$ cat src/rtl/regfile_operand_stage.sv
// Register file with a one-entry operand-issue pipeline register feeding the shifter/ALU.
// Optional build macro REGFILE_BYPASS_EN: same-index read-during-write returns wr_data.
module regfile_operand_stage #(
  parameter int DATA_W = 16,
  parameter int NREGS  = 8,
  parameter int ADDR_W = 3
) (
  input  logic              clk,
  input  logic              reset,
  input  logic              wr_en,
  input  logic [ADDR_W-1:0] wr_addr,
  input  logic [DATA_W-1:0] wr_data,
  input  logic              rd_valid,
  output logic              rd_ready,
  input  logic [ADDR_W-1:0] rd_addr_a,
  input  logic [ADDR_W-1:0] rd_addr_b,
  input  logic [1:0]        shift_in,
  output logic              op_valid,
  input  logic              op_ready,
  output logic [DATA_W-1:0] op_a,
  output logic [DATA_W-1:0] op_b,
  output logic [1:0]        op_shift,
  output logic [7:0]        rd_count
);

  logic [DATA_W-1:0] regs_q [NREGS];
  logic              op_valid_q, op_valid_d;
  logic [DATA_W-1:0] op_a_q, op_a_d;
  logic [DATA_W-1:0] op_b_q, op_b_d;
  logic [1:0]        op_shift_q, op_shift_d;
  logic [7:0]        rd_count_q, rd_count_d;
  logic [DATA_W-1:0] rd_a_s, rd_b_s;
  logic              rd_ready_s, accept_s;

  assign rd_ready_s = !op_valid_q || op_ready;
  assign accept_s   = rd_valid && rd_ready_s;

  // Operand read ports, optionally forwarding a same-cycle write to the same index.
  always_comb begin
    rd_a_s = regs_q[rd_addr_a];
    rd_b_s = regs_q[rd_addr_b];
`ifdef REGFILE_BYPASS_EN
    if (wr_en && (wr_addr == rd_addr_a)) begin
      rd_a_s = wr_data;
    end else begin
      rd_a_s = regs_q[rd_addr_a];
    end
    if (wr_en && (wr_addr == rd_addr_b)) begin
      rd_b_s = wr_data;
    end else begin
      rd_b_s = regs_q[rd_addr_b];
    end
`endif
  end

  // Issue-register next state: load on accept, drain on consume, otherwise hold.
  always_comb begin
    op_valid_d = op_valid_q;
    op_a_d     = op_a_q;
    op_b_d     = op_b_q;
    op_shift_d = op_shift_q;
    rd_count_d = rd_count_q;
    if (accept_s) begin
      op_valid_d = 1'b1;
      op_a_d     = rd_a_s;
      op_b_d     = rd_b_s;
      op_shift_d = shift_in;
      rd_count_d = rd_count_q + 8'd1;
    end else if (op_ready) begin
      op_valid_d = 1'b0;
    end else begin
      op_valid_d = op_valid_q;
    end
  end

  // Register array; writes are unconditional on wr_en and ignore the handshake.
  always_ff @(posedge clk or posedge reset) begin
    if (reset) begin
      for (int i = 0; i < NREGS; i++) begin
        regs_q[i] <= '0;
      end
    end else if (wr_en) begin
      regs_q[wr_addr] <= wr_data;
    end else begin
      regs_q[wr_addr] <= regs_q[wr_addr];
    end
  end

  // Issue-stage state registers.
  always_ff @(posedge clk or posedge reset) begin
    if (reset) begin
      op_valid_q <= 1'b0;
      op_a_q     <= '0;
      op_b_q     <= '0;
      op_shift_q <= 2'b00;
      rd_count_q <= 8'd0;
    end else begin
      op_valid_q <= op_valid_d;
      op_a_q     <= op_a_d;
      op_b_q     <= op_b_d;
      op_shift_q <= op_shift_d;
      rd_count_q <= rd_count_d;
    end
  end

  assign rd_ready = rd_ready_s;
  assign op_valid = op_valid_q;
  assign op_a     = op_a_q;
  assign op_b     = op_b_q;
  assign op_shift = op_shift_q;
  assign rd_count = rd_count_q;

endmodule

$ cat config.mk
export PLATFORM = sky130hd
export DESIGN_NAME = regfile_operand_stage
export DESIGN_NICKNAME = d
export VERILOG_FILES = /design/src/rtl/regfile_operand_stage.sv
export SDC_FILE = /design/constraint.sdc
export NUM_CORES = 1
export LEC_CHECK = 0
export BUFFER_PORTS_ARGS = -buffer_cell sky130_fd_sc_hd__buf_2
export CAP_MARGIN = 20
export CORE_ASPECT_RATIO = 1.1
export CORE_UTILIZATION = 50
export DETAILED_ROUTE_END_ITERATION = 8
export HOLD_SLACK_MARGIN = 0.08
export PLACE_DENSITY = 0.71
export SYNTH_ARGS = -nofsm -noshare
export SYNTH_HDL_FRONTEND = slang
export SYNTH_SLANG_ARGS = --single-unit
$ cat constraint.sdc
create_clock -name clk -period 4.6 [get_ports clk]
set_input_delay 0.46 -clock clk [delete_from_list [all_inputs] [get_ports clk]]
set_output_delay 0.46 -clock clk [all_outputs]
set_load 0.01 [all_outputs]
Word-level counts from Yosys, hierarchy flattened
Index checks and enable logic that the tools add are counted.
{ "op_classes": {"add_sub_neg": 1, "n_lt_le_gt_ge": 4, "muxes": 16, "n_bitwise": 3, "reduce_logical": 5} }
{ "op_table": {"columns": ["operator", "count"], "rows": [
  ["$bwmux W128", 2],
  ["$bmux W16 S3", 3],
  ["$mux W128", 1],
  ["$mux W16", 7],
  ["$demux W16 S3", 1],
  ["$ge A4 B4 Y1 const B", 3],
  ["$not A3 Y4", 3],
  ["$add A8 B1 Y8 const B", 1],
  ["$lt A4 B1 Y1 const B", 1],
  ["$logic_and A1 B1 Y1", 2],
  ["$mux W1", 2],
  ["$reduce_bool A2 Y1", 1],
  ["$logic_not A1 Y1", 1],
  ["$logic_or A1 B1 Y1", 1]
]} }
{ "word_totals": {"regBits": 171, "input_bits": 32, "elab_cells": 42} }

Longest topological paths before layout
{ "depth": {"word_depth": 7, "depth_mapped": 8, "depth_no_buf": 4} }

Worst setup path after synthesis
Ideal clock, no wire load.
{ "synth_path": {"path_kind": "input port to flip-flop", "start": "input wr_addr[2]", "end": "register regs_q[78] (netlist name)", "setup_ns": 0.132, "t_arrival_ns": 1.631, "path_slack_ns": 2.837, "cell_stages": 6, "path_buffers": 2, "path_cell_list": "buf_4 > and3b_1 > buf_4 > a221o_1 > a31oi_2 > o31ai_1"} }
{ "synth_via": {"elab_chain_len": 7, "elab_cells_between_ends": 12} }
{ "synth_lines": {"columns": ["item", "line", "text"], "rows": [
  ["from (decl)", "11", "input logic [ADDR_W-1:0] wr_addr,"],
  ["$not A3 Y4 (implied by the code) (*)", "83, 85", null],
  ["$ge A4 B4 Y1 (implied by the code) / $lt A4 B1 Y1 (equally long branches)", "83, 85", null],
  ["$logic_and A1 B1 Y1 (implied by the code)", "83, 85", null],
  ["$mux W16 (implied by the code)", "83, 85", null],
  ["$demux W16 S3", "83, 85", null],
  ["$bwmux W128 (on tied branches)", "85, 83", null],
  ["$mux W128 (*)", "82", "end else if (wr_en) begin"],
  ["to (signal, indexed assignment)", "83", "regs_q[wr_addr] <= wr_data;"],
  ["to (signal, indexed assignment)", "85", "regs_q[wr_addr] <= regs_q[wr_addr];"],
  ["to (decl)", "26", "logic [DATA_W-1:0] regs_q [NREGS];"]
]} }
Mark *: on every way between the ends. The rest lies on a longest branch, timed or not. The select of a mux whose other input is x is not followed.
A chain may end at the register's enable or synchronous reset.

Final worst setup path
{ "layout_path": {"start": "input wr_addr[0]", "end": "register regs_q[78] (netlist name)"} }
The elaborated chain is that of the path after synthesis.

==> summary.txt <==
Outcome
  – Run status: finished clean

Logic synthesis
  – Mapped Avg Cell Area: 10.7 µm²
  – Synth warn: 0
  – Synthesized instance count: 933
  – Post-synthesis register bit count: 171
  – Prevailing post-synth register cell: dfrtp_1
  – Most area-consuming cells after synthesis: dfrtp_1, mux4_2, nand2_1, o31ai_1, mux2i_1
  – EDFF count, synth: 0
  – Post-synthesis sequential area ratio: 42.8%
  – Netlist cell types: 63
  – Mapped cell area: 0.0100 mm²
  – Synth top area share: 42.8%
  – Dominant cell type by area after synthesis: dfrtp_1
  – Synth top cells by count: dfrtp_1, nand2_1, o21ai_0, o31ai_1, mux4_2
  – Async set or reset register ratio after synthesis: 100%
  – Net Count, Synth: 966
  – Most common cell in the synthesized netlist: dfrtp_1

Route
  – Via/cell ratio: 6.50
  – Drt first pass iters: 6
  – Post-route ant nets: 0
  – DR WL/cell: 22.0 µm
  – Iter 0 DRT Violations: 914
  – DRC Markers: 0
  – Routed WL: 26.6 mm
  – Vias: 7856

Pwr
  – Psw: 0.00158 W
  – Reg power frac: 45.4%
  – Internal Power: 0.00317 W
  – Total power draw: 0.00475 W
  – Switching part of the total: 33.4%
  – Clock share of power: 30.0%
  – Leak pwr: 4.57 nW
  – Pwr dens: 434 mW/mm²
  – Comb power frac: 24.7%
  – VDD IR-drop max: 250 µV

Clock network
  – Hold Buf Count CTS: 0
  – Clk sinks: 171
  – CTS HTree Levels: 4
  – Skew-Pair Late Insertion Delay: 0.44 ns
  – Post-CTS Setup Repair Bufs: 0
  – Cts repair resizes: 0
  – Clock root buffer: clkbuf_16
  – CTS tree: built
  – CTS max path bufs: 2
  – Total CTS buffers: 17
  – Worst-path clk slew: 0.07 ns

Global routing
  – Antenna violations before repair: 0
  – Vias in the first global route: 7589
  – Largest net degree at the start of global routing: 109
  – First-pass GRT wire length: 42.0 mm
  – GR Overflow Total: 0
  – GRT Overall Usage: 27.4%

Job
  – Max-cap check violation count: 0

Worst setup path
  – Element type at the critical path end: flip-flop
  – Critical Path Fanout Max: 43
  – Worst Path Required: 4.94 ns
  – Crit Path Class: in -> reg
  – Setup crit start kind: primary input
  – Worst endpoint data arrival time: 2.84 ns

Die
  – Placement row count: 53
  – IO Pins: 76
  – Die Y: 150 µm
  – Initial core utilization: 51.7%
  – Core area: 0.0194 mm²
  – Die Footprint: 0.0206 mm²
  – Die width: 137 µm

Placed design
  – Placed cell area: 0.0103 mm²
  – Placed cell count: 1174
  – Port Buf Inserts: 75
  – DPL Wire Length: 16.9 mm
  – Placer Congestion: 0.819

Timing
  – Measured slew at the worst slew-check pin: 1.02 ns
  – Slew Viols, Final: 0
  – Hold WS: 0.167 ns
  – Fin Setup TNS: 0 ns
  – Peak Freq: 0.400 GHz
  – Min Tclk post-route: 2.50 ns
  – Final period util: 54.3%
  – Max_slew headroom: 31.6%
  – Setup violations, final: 0
  – Final Hold Fails: 0
  – Final Skew: 0.00994 ns
  – RSZ-0062 raised after global routing: false

Finish
  – Share of cells above drive strength 1: 23.9%
  – Fin cells: 1208
  – Final Cell Area: 0.0109 mm²
  – Area of the multi-input gates: 0.00519 mm²
  – Final Net Count: 981
  – # fillers: 1598
  – Register area: 0.00428 mm²
  – Number of diodes: 0
  – Synth-to-Final Area Change: 9.44%

Worst hold path
  – Hold Path Class: in -> async
## flip-flops by register name, indices dropped and copies added (netlist names)
name / count
regs_q: 128
op_b: 16
op_shift: 2
rd_count: 8
op_valid: 1
op_a: 16
## power groups by stage
stage	clock, W	combinational (W)	sequential [W]
after global placement	0	0.00113	0.00215
after detailed placement	0	0.00117	0.00217
after CTS	0.00143	0.00117	0.00214
after floorplan	0	0.000828	0.00212
final	0.00142	0.00117	0.00215
after global routing	0.00149	0.00130	0.00220
## critical path, cell delays in order
cell,delay [ns]
buf_2,0.64
nor3b_2,0.80
buf_4,0.34
a221o_1,0.22
a31oi_2,0.08
o31ai_1,0.28
## cell families (layout without fill, tap and decap cells)
kind of cell	count (synthesis)	in the layout	synth area share, %
xor+xnor	7	7	0.613
flops	171	171	42.8
simple gates	275	275	13.5
buf+inv	106	134	5.32
fa+ha+maj	1	1	0.125
mux	126	126	20.8
compound gates	247	247	16.9
## metal layers
layer,GRT usage (%),share of wire [%],vias up
met3,5.69,8.1,33
met5,0,0,-
met2,43.7,47,363
li1,-,-,3509
met4,8.13,1.5,0
met1,37.6,43,3951
## area by class of cell
cell class	count	area share [%]
multi-input cells	656	47.5
flip-flops and latches	171	39.1
repair buffers	92	5.01
clock buffers	18	4.01
well taps	247	2.82
clock inverters	14	1.25
inverters	10	0.377
## worst paths after layout
check | depth (start not counted) | slack (ns) | startpoint | end
setup / recovery | 6 | 2.10 | wr_addr[0] | regs_q[78]
hold / removal | 3 | 0.17 | reset | regs_q[125]
setup reg to reg | 4 | 2.95 | regs_q[31] | regs_q[47]
hold reg to reg | 1 | 0.47 | rd_count[7] | rd_count[7]
max in group asynchronous | 3 | 3.76 | reset | op_valid
min in group clk | 3 | 0.21 | shift_in[1] | op_shift[1]
## cells in the final DEF, fill, tap and decap left out, types with 3 or more instances in the layout
cell and count:
a2111oi_2 3, a21oi_1 45, a21oi_2 6, a21oi_4 4
a221o_1 8, and4b_1 5, buf_2 75, buf_4 14
clkbuf_16 17, clkinvlp_4 6, dfrtp_1 171, inv_1 8
inv_6 4, mux2_2 7, mux2i_1 54, mux4_2 65
nand2_1 167, nand2b_1 5, nand3_1 14, nand3b_1 4
nand4_1 3, nor2_1 12, nor2b_1 17, nor3_1 3
nor4_1 10, nor4b_1 10, o21ai_0 80, o21ai_1 8
o31ai_1 73, o32ai_1 5, or2_1 3, or3b_1 3
xnor2_1 5
## stage by stage
stage          util (%)  worst slack, ns
2_1_floorplan         -             1.96
3_3_place_gp       53.3             1.75
3_5_place_dp       53.3             1.69
4_1_cts            56.3             2.13
5_1_grt            56.5             1.91
6_report           56.5             2.10
Power figures use the tool's default switching activity.
